`config.mk`:
```
export PLATFORM = sky130hd
export DESIGN_NAME = wbh_reg_sched
export DESIGN_NICKNAME = d
export VERILOG_FILES = /design/src/rtl/wbh_sched_pkg.sv /design/src/rtl/wbh_rr_arb3.sv /design/src/rtl/wbh_reg_sched.sv
export SDC_FILE = /design/constraint.sdc
export NUM_CORES = 1
export LEC_CHECK = 0
export BUFFER_PORTS_ARGS = -buffer_cell sky130_fd_sc_hd__buf_2
export CORE_ASPECT_RATIO = 0.8
export CORE_MARGIN = 1.5
export CORE_UTILIZATION = 52
export CTS_CLUSTER_DIAMETER = 50
export DETAILED_ROUTE_END_ITERATION = 8
export PLACE_DENSITY = 0.92
export SETUP_SLACK_MARGIN = 0.2
export SLEW_MARGIN = 20
export SYNTH_ARGS = -nofsm -noshare
export SYNTH_HDL_FRONTEND = slang
export SYNTH_SLANG_ARGS = --single-unit
```
`constraint.sdc`:
```
create_clock -name mclk -period 5.7 [get_ports mclk]
set_input_delay 0 -clock mclk [delete_from_list [all_inputs] [get_ports mclk]]
set_output_delay 0 -clock mclk [all_outputs]
set_load 0.005 [all_outputs]
```
`src/rtl/wbh_sched_pkg.sv`:
```
// wbh_sched_pkg: shared FSM states, clock-control decode constants and helpers
// for the register-bus scheduler (wbh_reg_sched) and its arbiter (wbh_rr_arb3).
package wbh_sched_pkg;

   typedef enum logic [2:0] {
      ST_IDLE,
      ST_ISSUE,
      ST_WAIT_ACK,
      ST_GATE_PRE,
      ST_CLK_WR,
      ST_GATE_POST,
      ST_DONE
   } sched_state_e;

   localparam logic [2:0]  CLK_CTRL_ADDR   = 3'd0;
   localparam int          CLK_CTRL_BE_BIT = 2;
   localparam logic [31:0] TMO_RDATA       = 32'hDEAD_BEEF;

   function automatic logic [1:0] oh2idx(input logic [2:0] oh);
      return oh[2] ? 2'd2 : oh[1] ? 2'd1 : 2'd0;
   endfunction

endpackage

```
`src/rtl/wbh_rr_arb3.sv`:
```
// wbh_rr_arb3: 3-way round-robin arbiter with one-hot grant.
// Ports: mclk/s_reset (sync active-high), req[2:0] requests, accept (commit the
// current grant and advance priority), grant[2:0] one-hot winner.
// Priority starts just after the last accepted grant; reset treats 2 as last.
module wbh_rr_arb3
   import wbh_sched_pkg::*;
(
   input  logic       mclk,
   input  logic       s_reset,
   input  logic [2:0] req,
   input  logic       accept,
   output logic [2:0] grant
);

   logic [1:0] last;

   // Walk from lowest to highest priority so the highest-priority hit wins.
   always_comb begin
      grant = '0;
      for (int k = 2; k >= 0; k--)
         if (req[(int'(last) + 1 + k) % 3]) grant = 3'(1) << ((int'(last) + 1 + k) % 3);
   end

   always_ff @(posedge mclk)
      if (s_reset) last <= 2'd2;
      else if (accept && |grant) last <= oh2idx(grant);

endmodule

```
`src/rtl/wbh_reg_sched.sv`:
```
// wbh_reg_sched: serialises three requesters onto one register bus and wraps
// clock-control writes in a clock-gate window (clk_enb low before/after).
// Ports: mclk, s_reset (sync active-high); req_* requester side (0 host,
// 1 uart master, 2 strap/boot FSM); reg_* register bus; clk_enb, sched_busy,
// tmo_err status.
// Build option: WBH_SCHED_TMO_EN enables the ack timeout (TMO_CYC cycles);
// without it the bus waits forever and tmo_err stays 0.
module wbh_reg_sched
   import wbh_sched_pkg::*;
#(
   parameter int GATE_PRE  = 4,
   parameter int GATE_POST = 8,
   parameter int TMO_CYC   = 64
) (
   input  logic        mclk,
   input  logic        s_reset,
   input  logic [2:0]  req_cs,
   input  logic [2:0]  req_wr,
   input  logic [8:0]  req_addr,
   input  logic [95:0] req_wdata,
   input  logic [11:0] req_be,
   output logic [2:0]  req_ack,
   output logic [31:0] req_rdata,
   output logic        reg_cs,
   output logic        reg_wr,
   output logic [2:0]  reg_addr,
   output logic [31:0] reg_wdata,
   output logic [3:0]  reg_be,
   input  logic [31:0] reg_rdata,
   input  logic        reg_ack,
   output logic        clk_enb,
   output logic        sched_busy,
   output logic        tmo_err
);

`ifdef WBH_SCHED_TMO_EN
   localparam bit TMO_EN = 1'b1;
`else
   localparam bit TMO_EN = 1'b0;
`endif
   localparam int GMAX = GATE_PRE > GATE_POST ? GATE_PRE : GATE_POST;
   localparam int GW   = GMAX > 1 ? $clog2(GMAX) : 1;
   localparam int TW   = $clog2(TMO_CYC + 1);

   sched_state_e state, state_n;
   logic [2:0]  gnt, gnt_q;
   logic [1:0]  gidx;
   logic        sel_wr, clk_sw, gdone, ack_ok, tmo_hit, upd_q, tmo_q;
   logic [2:0]  sel_addr;
   logic [3:0]  sel_be;
   logic [GW-1:0] gcnt;
   logic [TW-1:0] tcnt;
   logic [31:0] cap_q;

   // The requester being acked this cycle is masked so a still-high req_cs
   // is not mistaken for a fresh request.
   wbh_rr_arb3 u_arb (
      .mclk    (mclk),
      .s_reset (s_reset),
      .req     (req_cs & ~req_ack),
      .accept  (state == ST_IDLE),
      .grant   (gnt)
   );

   assign gidx     = oh2idx(gnt);
   assign sel_wr   = req_wr[gidx];
   assign sel_addr = req_addr[gidx*3 +: 3];
   assign sel_be   = req_be[gidx*4 +: 4];
   assign clk_sw   = sel_wr && sel_addr == CLK_CTRL_ADDR && sel_be[CLK_CTRL_BE_BIT];
   assign gdone    = gcnt == '0;
   assign ack_ok   = reg_cs && reg_ack;
   assign tmo_hit  = TMO_EN && reg_cs && !reg_ack && tcnt == TW'(TMO_CYC - 1);

   assign clk_enb    = !(state inside {ST_GATE_PRE, ST_CLK_WR, ST_GATE_POST});
   assign sched_busy = state != ST_IDLE;
   assign tmo_err    = tmo_q;

   always_ff @(posedge mclk)
      if (s_reset) state <= ST_IDLE;
      else state <= state_n;

   always_comb begin
      state_n = state;
      case (state)
         ST_IDLE:      if (|gnt) state_n = !clk_sw ? ST_ISSUE : GATE_PRE == 0 ? ST_CLK_WR : ST_GATE_PRE;
         ST_ISSUE:     state_n = ST_WAIT_ACK;
         ST_WAIT_ACK:  if (ack_ok || tmo_hit) state_n = ST_DONE;
         ST_GATE_PRE:  if (gdone) state_n = ST_CLK_WR;
         ST_CLK_WR:    if (ack_ok || tmo_hit) state_n = GATE_POST == 0 ? ST_DONE : ST_GATE_POST;
         ST_GATE_POST: if (gdone) state_n = ST_DONE;
         ST_DONE:      state_n = ST_IDLE;
         default:      state_n = ST_IDLE;
      endcase
   end

   // reg_cs is registered from the next state: high exactly in WAIT_ACK and
   // CLK_WR, and it falls on the edge that samples the ack.
   always_ff @(posedge mclk)
      if (s_reset) begin
         gnt_q     <= '0;
         reg_wr    <= 1'b0;
         reg_addr  <= '0;
         reg_wdata <= '0;
         reg_be    <= '0;
         reg_cs    <= 1'b0;
         gcnt      <= '0;
         cap_q     <= '0;
         upd_q     <= 1'b0;
         req_ack   <= '0;
         req_rdata <= '0;
      end else begin
         req_ack <= '0;
         reg_cs  <= state_n == ST_WAIT_ACK || state_n == ST_CLK_WR;
         if (state == ST_IDLE && |gnt) begin
            gnt_q     <= gnt;
            reg_wr    <= sel_wr;
            reg_addr  <= sel_addr;
            reg_wdata <= req_wdata[gidx*32 +: 32];
            reg_be    <= sel_be;
            gcnt      <= GW'(GATE_PRE - 1);
         end
         if ((state == ST_GATE_PRE || state == ST_GATE_POST) && !gdone) gcnt <= gcnt - GW'(1);
         if (ack_ok || tmo_hit) begin
            cap_q <= ack_ok ? reg_rdata : TMO_RDATA;
            upd_q <= !reg_wr || !ack_ok;
            gcnt  <= GW'(GATE_POST - 1);
         end
         if (state == ST_DONE) begin
            req_ack <= gnt_q;
            if (upd_q) req_rdata <= cap_q;
         end
      end

   // Counts cycles with reg_cs high; only acts when the timeout is built in.
   always_ff @(posedge mclk)
      if (s_reset) begin
         tcnt  <= '0;
         tmo_q <= 1'b0;
      end else begin
         tcnt <= reg_cs && !tmo_hit ? tcnt + TW'(1) : '0;
         if (tmo_hit) tmo_q <= 1'b1;
      end

endmodule

```
==> flow_summary_export.csv, run 1 <==
group,metric,value,unit
power_and_ir_drop,power_leakage,0.00355,uW
clock_tree,cts_tree,"done",
clock_tree,clock_latency,0.41,ns
synthesis,synth_nets,851,
synthesis,yosysSeqAreaShare,43.8,%
synthesis,avgSynthCellArea,7.99,um2
worst_setup_path,slowest_stage,"buf_4",
drt,vias_per_cell,5.54,
outcome,outcome,"complete, no violations",
clock_tree,cts.sinks,120,
sta,tightest_slew,1.04,ns
worst_setup_path,r2r-end,"reg_wdata[20]",
worst_setup_path,critPathCaptureType,"register",
power_and_ir_drop,vdd_drop_max,0.000387,V
global_route,grt_pass1_vias,5778,
synthesis,syn_inst,687,
finish,fin_cells,1104,
sta,setup_violations,0,
clock_tree,clk_pin_slew_worst_paths,0.06,ns
finish,final_cell_mix,"buf_2 (234), nand2_1 (179), dfxtp_1 (120)",
worst_hold_path,hold_path.class,"in -> reg",
clock_tree,cts-htree-levels,4,
sta,clock_skew,0.0120,ns
drt,dr.pass1.iters,6,
placed_design,io_buffers,235,
floorplan,chipHeight,94.9,um
floorplan,die_x,118,um
global_route,antenna_found_initial,0,
drt,wl_per_cell,15.6,um
worst_setup_path,startpoint_type,"register",
finish,num-nets-final,1115,
finish,syn_to_final_growth,43.7,%
global_route,grt.total_usage,30.3,%
drt,dr_total_vias,6116,
placed_design,place.gp.congestion,0.950,
sta,max_slew_margin,30.4,%
synthesis,yosysWarnings,0,
finish,layout-drive-gt1-share,31.8,%
sta,final.period_utilization,72.5,%
sta,period_needed,4.13,ns
floorplan,core_area,10200,um2
synthesis,synthArstFlopShare,0,%
floorplan,die_area,11200,um2
clock_tree,post_cts_buffers,0,
worst_setup_path,timing.rr.start,"u_arb.last[0]",
power_and_ir_drop,power.density,522,nW/um2
floorplan,io_pins,237,
global_route,grt_start_max_net_pins,81,
worst_setup_path,crit_chain,"inv_1, ha_1, nor2_1, a22oi_4, o2111ai_2, nand2_1, o31ai_4, buf_4, a311oi_1, dlygate4sd3_1, a21oi_1, nor2_1",
global_route,grt_overflow,0,
drt,drt-initial-drc-count,495,
job,max_cap_violations,0,
sta,rsz0062_at_grt,"no",
synthesis,yosys.area.top_type_share,43.8,%
clock_tree,cts-root-buf,"clkbuf_16",
drt,drt-total-wl,17200,um
synthesis,synth_edf_count,0,
placed_design,pre_cts_ws,2.10,ns
synthesis,yosys-top-cells-area,"dfxtp_1 (44%), nand2_1 (12%), a21oi_1 (8.7%)",
sta,setup_ws,1.57,ns
worst_setup_path,crit_path_max_incr_delay,0.72,ns
clock_tree,cts_buffer_depth,2,
worst_setup_path,startpoint,"u_arb.last[0]",
finish,final_common_cell,"buf_2",
finish,num_antenna_cells,0,
synthesis,netlist_area,5490,um2
drt,drc,0,
sta,setup_tns,0,ns
floorplan,start_util,53.6,%
worst_setup_path,critical_path.most_common_cell,"nor2_1",
synthesis,ys_types,54,
worst_setup_path,r2r_cells,12,
worst_setup_path,worstPathArrival,4.41,ns
worst_setup_path,cp.required,5.97,ns
worst_setup_path,rrSetupSlack,1.57,ns
floorplan,placementRows,33,
sta,hold_violations,0,
drt,ant_nets,0,
worst_setup_path,crit_fanout,80,
clock_tree,cts_inserted_buffers,17,
global_route,grt_pass1_wl,27000,um
synthesis,synth_top_area_cell,"dfxtp_1",
sta,fmax,242,MHz
worst_setup_path,critical_path_class,"reg -> reg",
synthesis,synthFlopType,"dfxtp_1",
worst_setup_path,cp-endpoint,"reg_wdata[20]",
placed_design,post-dp-hpwl,10300,um
sta,drv_slew,0,
synthesis,ys_ff_latch,120,
placed_design,place_inst,1018,
==> cells by family (layout without fill, tap and decap cells) <==
| group | after synthesis | count (layout) | synth area share, % |
|---|---|---|---|
| DFF | 120 | 120 | 43.8 |
| and+or+nand+nor | 310 | 310 | 24.3 |
| muxes | 20 | 20 | 3.65 |
| buffers and inverters | 60 | 337 | 5.20 |
| AOI/OAI and AO/OA | 170 | 170 | 21.7 |
| other | 1 | 1 | 0.0683 |
| adders and majority gates | 6 | 6 | 1.37 |
==> what timing repair did <==
action                                 4_1_cts  5_1_grt
hold buffers                                53        0
resized for setup                            0        0
endpoints found under the hold margin       52        0
==> flip-flops by register name (all words and copies together), names as in the netlist <==
register and cells:
req_rdata 32, upd_q 1, state 3, reg_be 4, u_arb.last 2, req_ack 3
cap_q 32, reg_addr 3, gnt_q 3, reg_wdata 32, gcnt 3, reg_cs 1
reg_wr 1
==> how the worst min path moves through the flow <==
stage | from | endpoint | depth (start not counted) | slack (ns)
2_1_floorplan | reg_rdata[0] | cap_q[0] | 2 | 0.14
3_3_place_gp | req_wdata[95] | reg_wdata[31] | 3 | 0.24
3_5_place_dp | req_wdata[91] | reg_wdata[27] | 3 | 0.25
4_1_cts | req_wdata[50] | reg_wdata[18] | 5 | 0.002
5_1_grt | req_wdata[39] | reg_wdata[7] | 5 | 0.02
6_report | req_wdata[39] | reg_wdata[7] | 5 | 0.02
==> routing by layer <==
| metal | track usage (%) | share of wire (%) | up-vias |
|---|---|---|---|
| li1 | - | - | 2897 |
| met1 | 34.8 | 39 | 2824 |
| met2 | 51.8 | 49 | 329 |
| met3 | 8.27 | 7.8 | 66 |
| met4 | 16.7 | 4.2 | 0 |
| met5 | 0 | 0 | - |
==> report_power, final <==
group,total [uW],internal [uW],switching [uW],leakage (uW)
combinational,1800,704,1100,0.00224
clock,1230,838,393,0.000329
sequential,1080,988,90.1,0.000976
==> stage by stage <==
stage / total power, uW / utilization [%] / area, um2 / hold slack (ns)
2_1_floorplan: 2480 / - / 5490 / 0.136
3_3_place_gp: 2730 / 65.0 / 6650 / 0.240
3_5_place_dp: 2780 / 65.0 / 6650 / 0.246
4_1_cts: 4070 / 76.8 / 7870 / 0.00156
5_1_grt: 4370 / 77.0 / 7890 / 0.0215
6_report: 4110 / 77.0 / 7890 / 0.0173
==> cells in the mapped netlist, types with 3 or more instances <==
cell	instances
dfxtp_1	120
nor3_2	8
a221oi_2	8
a221oi_1	9
buf_6	5
nand2b_1	7
nor2b_1	5
buf_2	13
mux2i_1	20
and2_1	4
a31oi_1	4
nor3_1	15
nand2_1	179
a311oi_1	17
nand3_1	8
nor2_1	70
inv_1	7
o21ai_1	3
clkbuf_1	30
a21oi_1	95
or3_1	3
ha_1	6
o21ai_0	10
==> critical path: cells and delay by family (launching register included) <==
family          cells  cell delay (ns)
flops               1             0.38
buf+inv             3             1.40
simple gates        3             0.90
fa+ha+maj           1             0.41
compound gates      5             0.85
==> final cells by class <==
class	count	area, um2
Multi-Input combinational cell	507	2810
Fill cell	724	2350
Inverter	8	30.0
Sequential cell	120	2400
Clock inverter	13	240
Clock buffer	19	443
Tap cell	140	175
Timing Repair Buffer	297	1790
Power figures use the tool's default switching activity.
==> run 2, diff against run 1 <==
--- a/config.mk
+++ b/config.mk
@@ -5,13 +5,14 @@
 export SDC_FILE = /design/constraint.sdc
 export NUM_CORES = 1
 export LEC_CHECK = 0
+export ABC_AREA = 1
 export BUFFER_PORTS_ARGS = -buffer_cell sky130_fd_sc_hd__buf_2
 export CORE_ASPECT_RATIO = 0.8
 export CORE_MARGIN = 1.5
-export CORE_UTILIZATION = 52
+export CORE_UTILIZATION = 48
 export CTS_CLUSTER_DIAMETER = 50
 export DETAILED_ROUTE_END_ITERATION = 8
-export PLACE_DENSITY = 0.92
+export PLACE_DENSITY = 0.87
 export SETUP_SLACK_MARGIN = 0.2
 export SLEW_MARGIN = 20
 export SYNTH_ARGS = -nofsm -noshare
==> constraint.sdc (replaced) <==
create_clock -name mclk -period 4.09 [get_ports mclk]
set_input_delay 0 -clock mclk [delete_from_list [all_inputs] [get_ports mclk]]
set_output_delay 0 -clock mclk [all_outputs]
set_load 0.005 [all_outputs]
==> flow_summary_export.csv, run 2 <==
group,metric,value,unit
synthesis,netlist_area,5440,um2
worst_setup_path,slowest_stage,"dlygate4sd3_1",
synthesis,synth_nets,931,
worst_setup_path,crit_chain,"inv_1, ha_1, nand2_1, o211ai_2, nand2_2, nand2_2, nand2_2, clkinvlp_4, nor2_4, o21ai_0, nand3_1, dlygate4sd3_1, o211ai_1, inv_1",
sta,setup_tns,0,ns
floorplan,io_pins,237,
sta,max_slew_margin,27.0,%
synthesis,ys_ff_latch,120,
clock_tree,clock_latency,0.41,ns
drt,dr.pass1.iters,5,
worst_hold_path,hold_path.class,"in -> reg",
clock_tree,cts_inserted_buffers,17,
outcome,outcome,"complete, no violations",
clock_tree,cts-root-buf,"clkbuf_16",
power_and_ir_drop,p_seq_share,23.5,%
synthesis,syn_inst,767,
power_and_ir_drop,internal_power,3750,uW
placed_design,place_inst,1100,
synthesis,yosys.area.top_type_share,44.2,%
finish,syn_to_final_growth,50.9,%
power_and_ir_drop,switchingPower,2730,uW
placed_design,post-dp-hpwl,10600,um
power_and_ir_drop,power_leakage,0.00381,uW
synthesis,ys_types,30,
drt,drt-total-wl,18200,um
worst_setup_path,crit_fanout,19,
drt,vias_per_cell,5.30,
clock_tree,cts_tree,"done",
power_and_ir_drop,power.density,789,nW/um2
synthesis,synth_commonest_cells,"nand2_1 (134), nor2_1 (131), dfxtp_1 (120)",
global_route,grt_overflow,0,
placed_design,place.gp.congestion,0.910,
global_route,grt_start_max_net_pins,71,
drt,drt-initial-drc-count,635,
sta,hold_violations,0,
job,max_cap_violations,0,
synthesis,synthArstFlopShare,0,%
worst_setup_path,critical_path_class,"reg -> reg",
placed_design,io_buffers,235,
finish,final_cell_mix,"buf_2 (235), nand2_1 (133), nor2_1 (130)",
floorplan,start_util,49.6,%
clock_tree,cts-htree-levels,4,
sta,drv_slew,0,
synthesis,avgSynthCellArea,7.09,um2
drt,ant_nets,0,
finish,num_antenna_cells,0,
power_and_ir_drop,p_comb_share,52.9,%
drt,drc,0,
floorplan,placementRows,34,
worst_setup_path,critPathCaptureType,"register",
synthesis,yosys-top-cells-area,"dfxtp_1 (44%), nand2_1 (9.2%), nor2_1 (9.0%)",
clock_tree,cts_buffer_depth,2,
floorplan,die_x,122,um
sta,final.period_utilization,89.2,%
sta,period_needed,3.65,ns
sta,fmax,274,MHz
global_route,grt_pass1_wl,28900,um
finish,fin_cells,1231,
sta,clock_skew,0.0121,ns
drt,dr_total_vias,6527,
finish,reg.largest.list,"cap_q (32), reg_wdata (32), req_rdata (32)",
floorplan,core_area,11000,um2
power_and_ir_drop,vdd_drop_max,0.000637,V
clock_tree,cts.sinks,120,
finish,final_common_cell,"buf_2",
global_route,grt_pass1_vias,6130,
worst_setup_path,worstPathArrival,3.99,ns
global_route,grt.total_usage,30.4,%
global_route,antenna_found_initial,0,
floorplan,chipHeight,98.2,um
sta,setup_violations,0,
sta,tightest_slew,1.09,ns
worst_setup_path,cp.required,4.44,ns
synthesis,synthFlopType,"dfxtp_1",
power_and_ir_drop,swShare,42.1,%
synthesis,synth_top_area_cell,"dfxtp_1",
synthesis,yosysSeqAreaShare,44.2,%
power_and_ir_drop,p_clk_share,23.6,%
finish,num-nets-final,1239,
synthesis,yosysWarnings,0,
floorplan,die_area,12000,um2
clock_tree,clk_pin_slew_worst_paths,0.05,ns
worst_setup_path,startpoint_type,"register",
worst_setup_path,critical_path.most_common_cell,"nand2_2",
sta,rsz0062_at_grt,"no",
finish,layout-drive-gt1-share,27.3,%
worst_setup_path,crit_path_max_incr_delay,0.60,ns
synthesis,synth_edf_count,0,
drt,wl_per_cell,14.8,um
synthesis,synth_most_common_cell,"nand2_1",
## run 2: cell count changes in the layout (fill, tap and decap cells not counted), sizes merged, moves of 38 or more
cell,before,now
nor2,72,135
inv,11,49
nand3,8,68
nand2,179,141
dlygate4sd3,53,100
o21ai,13,89
## run 2: critical path, delay by kind of cell (launching register included)
| family | cells | cell delay [ns] |
|---|---|---|
| buf+inv | 4 | 1.20 |
| flops | 1 | 0.37 |
| compound gates | 3 | 0.34 |
| simple gates | 6 | 1.27 |
| fa+ha+maj | 1 | 0.41 |
## run 2: power by group through the flow
stage	clock network, uW	logic [uW]	registers (uW)
3_3_place_gp	0	2720	1540
2_1_floorplan	0	2200	1530
6_report	1530	3430	1520
3_5_place_dp	0	2760	1540
4_1_cts	1550	3280	1520
5_1_grt	1610	3800	1550
## run 2: logic make-up (layout without fill, tap and decap cells)
logic type	after synthesis	in the layout	share of synthesized area (%)
AND/OR/NAND/NOR	349	349	27.0
buffers and inverters	99	419	7.87
flip-flops	120	120	44.2
AO/OA/AOI/OAI	191	191	19.4
XOR/XNOR	1	1	0.161
other	1	1	0.0689
adder cells (fa/ha/maj)	6	6	1.38
## run 2: final timing paths
kind	from	to	slack, ns	cells past startpoint
worst max-delay path	u_arb.last[0]	reg_be[0]	0.44	14
worst min-delay path	req_wdata[7]	reg_wdata[7]	0.02	5
worst max register to register	u_arb.last[0]	reg_be[0]	0.44	14
worst min register to register	gnt_q[2]	req_ack[2]	0.44	2
## run 2: layout make-up
class	count	area [um2]
inverters	47	183
multi-input cells	548	2620
fillers	814	2770
flip-flops and latches	120	2400
repair buffers	341	2220
well taps	144	180
clock buffers	18	439
clock inverters	13	169
## run 2: through the flow
stage	util [%]	cell area (um2)	setup WS [ns]	power, uW	hold slack [ns]
2_1_floorplan	-	5440	1.95	3730	0.144
3_3_place_gp	60.1	6600	1.15	4250	0.234
3_5_place_dp	60.1	6600	1.10	4300	0.239
4_1_cts	74.7	8200	0.540	6350	0.00263
5_1_grt	74.8	8210	0.236	6950	0.0201
6_report	74.8	8210	0.444	6480	0.0234
## run 2: repair_timing
| action | 4_1_cts | 5_1_grt |
|---|---|---|
| endpoints found under the setup margin | 0 | 7 |
| gates resized for setup | 0 | 1 |
| hold buffers | 100 | 0 |
| endpoints found under the hold margin | 70 | 0 |
| buffers inserted | 0 | 0 |
## run 2: metal layers
| metal | routed length, um | GRT usage, % | vias up |
|---|---|---|---|
| li1 | - | - | 3146 |
| met1 | 7570 | 38.5 | 2980 |
| met2 | 8640 | 49.6 | 336 |
| met3 | 1330 | 6.72 | 65 |
| met4 | 665 | 13.4 | 0 |
| met5 | 0 | 0 | - |
==> run 3, diff against run 2 <==
--- a/config.mk
+++ b/config.mk
@@ -7,7 +7,7 @@
 export LEC_CHECK = 0
 export ABC_AREA = 1
 export BUFFER_PORTS_ARGS = -buffer_cell sky130_fd_sc_hd__buf_2
-export CORE_ASPECT_RATIO = 0.8
+export CORE_ASPECT_RATIO = 0.7
 export CORE_MARGIN = 1.5
 export CORE_UTILIZATION = 48
 export CTS_CLUSTER_DIAMETER = 50
==> flow_summary_export.csv, run 3 (synthesis results as in run 2) <==
group,metric,value,unit
clock_tree,cts-htree-levels,4,
power_and_ir_drop,vdd_drop_max,0.000782,V
global_route,grt_pass1_wl,31100,um
worst_setup_path,worst-path-buf-inv,4,
floorplan,io_pins,237,
drt,wl_per_cell,15.7,um
drt,drt-initial-drc-count,440,
clock_tree,cts.sinks,120,
sta,fmax,275,MHz
sta,drv_slew,0,
worst_hold_path,hold_path.class,"in -> reg",
worst_setup_path,cp-endpoint,"reg_wdata[8]",
sta,tightest_slew,1.09,ns
outcome,outcome,"complete, no violations",
placed_design,io_buffers,235,
clock_tree,clock_latency,0.41,ns
drt,drc,0,
worst_setup_path,rrSetupSlack,0.46,ns
global_route,grt_start_max_net_pins,71,
placed_design,post-dp-hpwl,10900,um
sta,rsz0062_at_grt,"yes",
clock_tree,cts_inserted_buffers,17,
floorplan,die_x,130,um
job,max_cap_violations,0,
global_route,grt.met3_usage,9.92,%
finish,num_antenna_cells,0,
finish,final_common_cell,"buf_2",
clock_tree,cts_buffer_depth,2,
sta,final.period_utilization,88.8,%
floorplan,die_area,12000,um2
power_and_ir_drop,power.density,797,nW/um2
worst_setup_path,crit_fanout,19,
sta,max_slew_margin,27.2,%
worst_setup_path,startpoint,"u_arb.last[0]",
worst_setup_path,critPathTopFamily,"simple AND/OR/NAND/NOR gates",
worst_setup_path,r2r_cells,14,
worst_setup_path,critical_path.most_common_cell,"nand2_2",
sta,setup_tns,0,ns
sta,setup_violations,0,
clock_tree,post_cts_buffers,0,
worst_setup_path,timing.rr.start,"u_arb.last[0]",
global_route,grt_util_met1,37.9,%
drt,ant_nets,0,
floorplan,placementRows,32,
clock_tree,cts-root-buf,"clkbuf_16",
global_route,use_met2,55.6,%
power_and_ir_drop,power_leakage,0.00384,uW
worst_setup_path,startpoint_type,"register",
worst_setup_path,cp.required,4.44,ns
finish,final_cell_mix,"buf_2 (235), nand2_1 (133), nor2_1 (130)",
global_route,grt_overflow,0,
sta,setup_ws,0.459,ns
global_route,top_usage_layer,"met2",
drt,dr_total_vias,6765,
floorplan,start_util,49.4,%
worst_setup_path,critical_path_class,"reg -> reg",
placed_design,pre_cts_ws,1.00,ns
worst_setup_path,worstPathArrival,3.98,ns
worst_setup_path,crit_path_max_incr_delay,0.56,ns
finish,reg.largest.list,"cap_q (32), reg_wdata (32), req_rdata (32)",
sta,period_needed,3.63,ns
clock_tree,clk_pin_slew_worst_paths,0.06,ns
global_route,antenna_found_initial,0,
global_route,grt.total_usage,33.2,%
worst_setup_path,critPathCaptureType,"register",
clock_tree,cts_tree,"done",
worst_setup_path,r2r-end,"reg_wdata[8]",
finish,layout-drive-gt1-share,27.3,%
worst_setup_path,slowest_stage,"dlygate4sd3_1",
placed_design,place.gp.congestion,0.919,
finish,syn_to_final_growth,51.5,%
sta,clock_skew,0.00991,ns
global_route,grt_pass1_vias,6736,
sta,hold_violations,0,
worst_setup_path,critical_path_depth,14,
drt,vias_per_cell,5.43,
drt,dr.pass1.iters,5,
floorplan,core_area,11000,um2
drt,drt-total-wl,19600,um
floorplan,chipHeight,92.1,um
worst_setup_path,crit_chain,"inv_1, ha_1, nand2_1, o211ai_2, nand2_2, nand2_2, nand2_2, clkinvlp_4, nor2_4, o21ai_0, nand3_1, dlygate4sd3_1, o211ai_1, inv_1",
finish,num-nets-final,1244,
[run 3: cell types whose count changed in the layout (fill, tap and decap cells not counted), sizes merged]
cell	before	now
clkbuf	18	17
bufinv	3	1
inv	49	55
dlygate4sd3	100	105
clkinvlp	5	1
clkinv	3	5
[run 3: timing repair]
action / CTS / global route
setup endpoints to repair: 0 / 11
endpoints found under the hold margin: 71 / 0
gates resized for setup: 0 / 1
hold buffers: 105 / 0
[run 3: layout make-up]
cell class | count | area, um2
tap | 153 | 191
fill | 791 | 2770
clock buffer | 17 | 425
timing repair buffer | 346 | 2270
inverter | 47 | 183
clock inverter | 15 | 154
multi-input combinational | 548 | 2620
sequential | 120 | 2400
[run 3: stage by stage]
| stage | hold WS [ns] | instances | total power (uW) | area [um2] | utilization [%] |
|---|---|---|---|---|---|
| 6_report | 0.0114 | 1246 | 6570 | 8240 | 74.9 |
| 5_1_grt | 0.0277 | 1246 | 6990 | 8240 | 74.9 |
| 4_1_cts | 0.00294 | 1246 | 6330 | 8240 | 74.8 |
| 3_5_place_dp | 0.239 | 1109 | 4280 | 6610 | 60.0 |
| 3_3_place_gp | 0.233 | 1109 | 4200 | 6610 | 60.0 |
| 2_1_floorplan | 0.144 | 767 | 3730 | 5440 | - |
[run 3: layer usage]
layer  share of wire (%)  vias to the layer above
met5                   0                        -
met3                 8.6                      105
li1                    -                     3168
met1                  40                     3099
met4                 4.6                        0
met2                  47                      393
[run 3: worst min-delay path by stage]
| stage | start | end | cells after the start |
|---|---|---|---|
| after floorplan | req_be[9] | reg_be[1] | 2 |
| after global placement | req_wdata[75] | reg_wdata[11] | 3 |
| after detailed placement | req_wdata[66] | reg_wdata[2] | 3 |
| after CTS | req_wdata[52] | reg_wdata[20] | 5 |
| after global routing | req_addr[8] | reg_addr[2] | 5 |
| final | req_wdata[52] | reg_wdata[20] | 5 |
[run 3: worst register-to-register path, cell delays in order, from the launching register on]
cell	delay, ns
dfxtp_1	0.38
inv_1	0.08
ha_1	0.39
nand2_1	0.13
o211ai_2	0.11
nand2_2	0.13
nand2_2	0.06
nand2_2	0.29
clkinvlp_4	0.45
nor2_4	0.50
o21ai_0	0.21
nand3_1	0.10
dlygate4sd3_1	0.56
o211ai_1	0.09
inv_1	0.09
[run 3: where the power goes]
part	switching, uW	internal (uW)
clock	616	861
combinational	2150	1420
sequential	128	1400
total	2890	3680
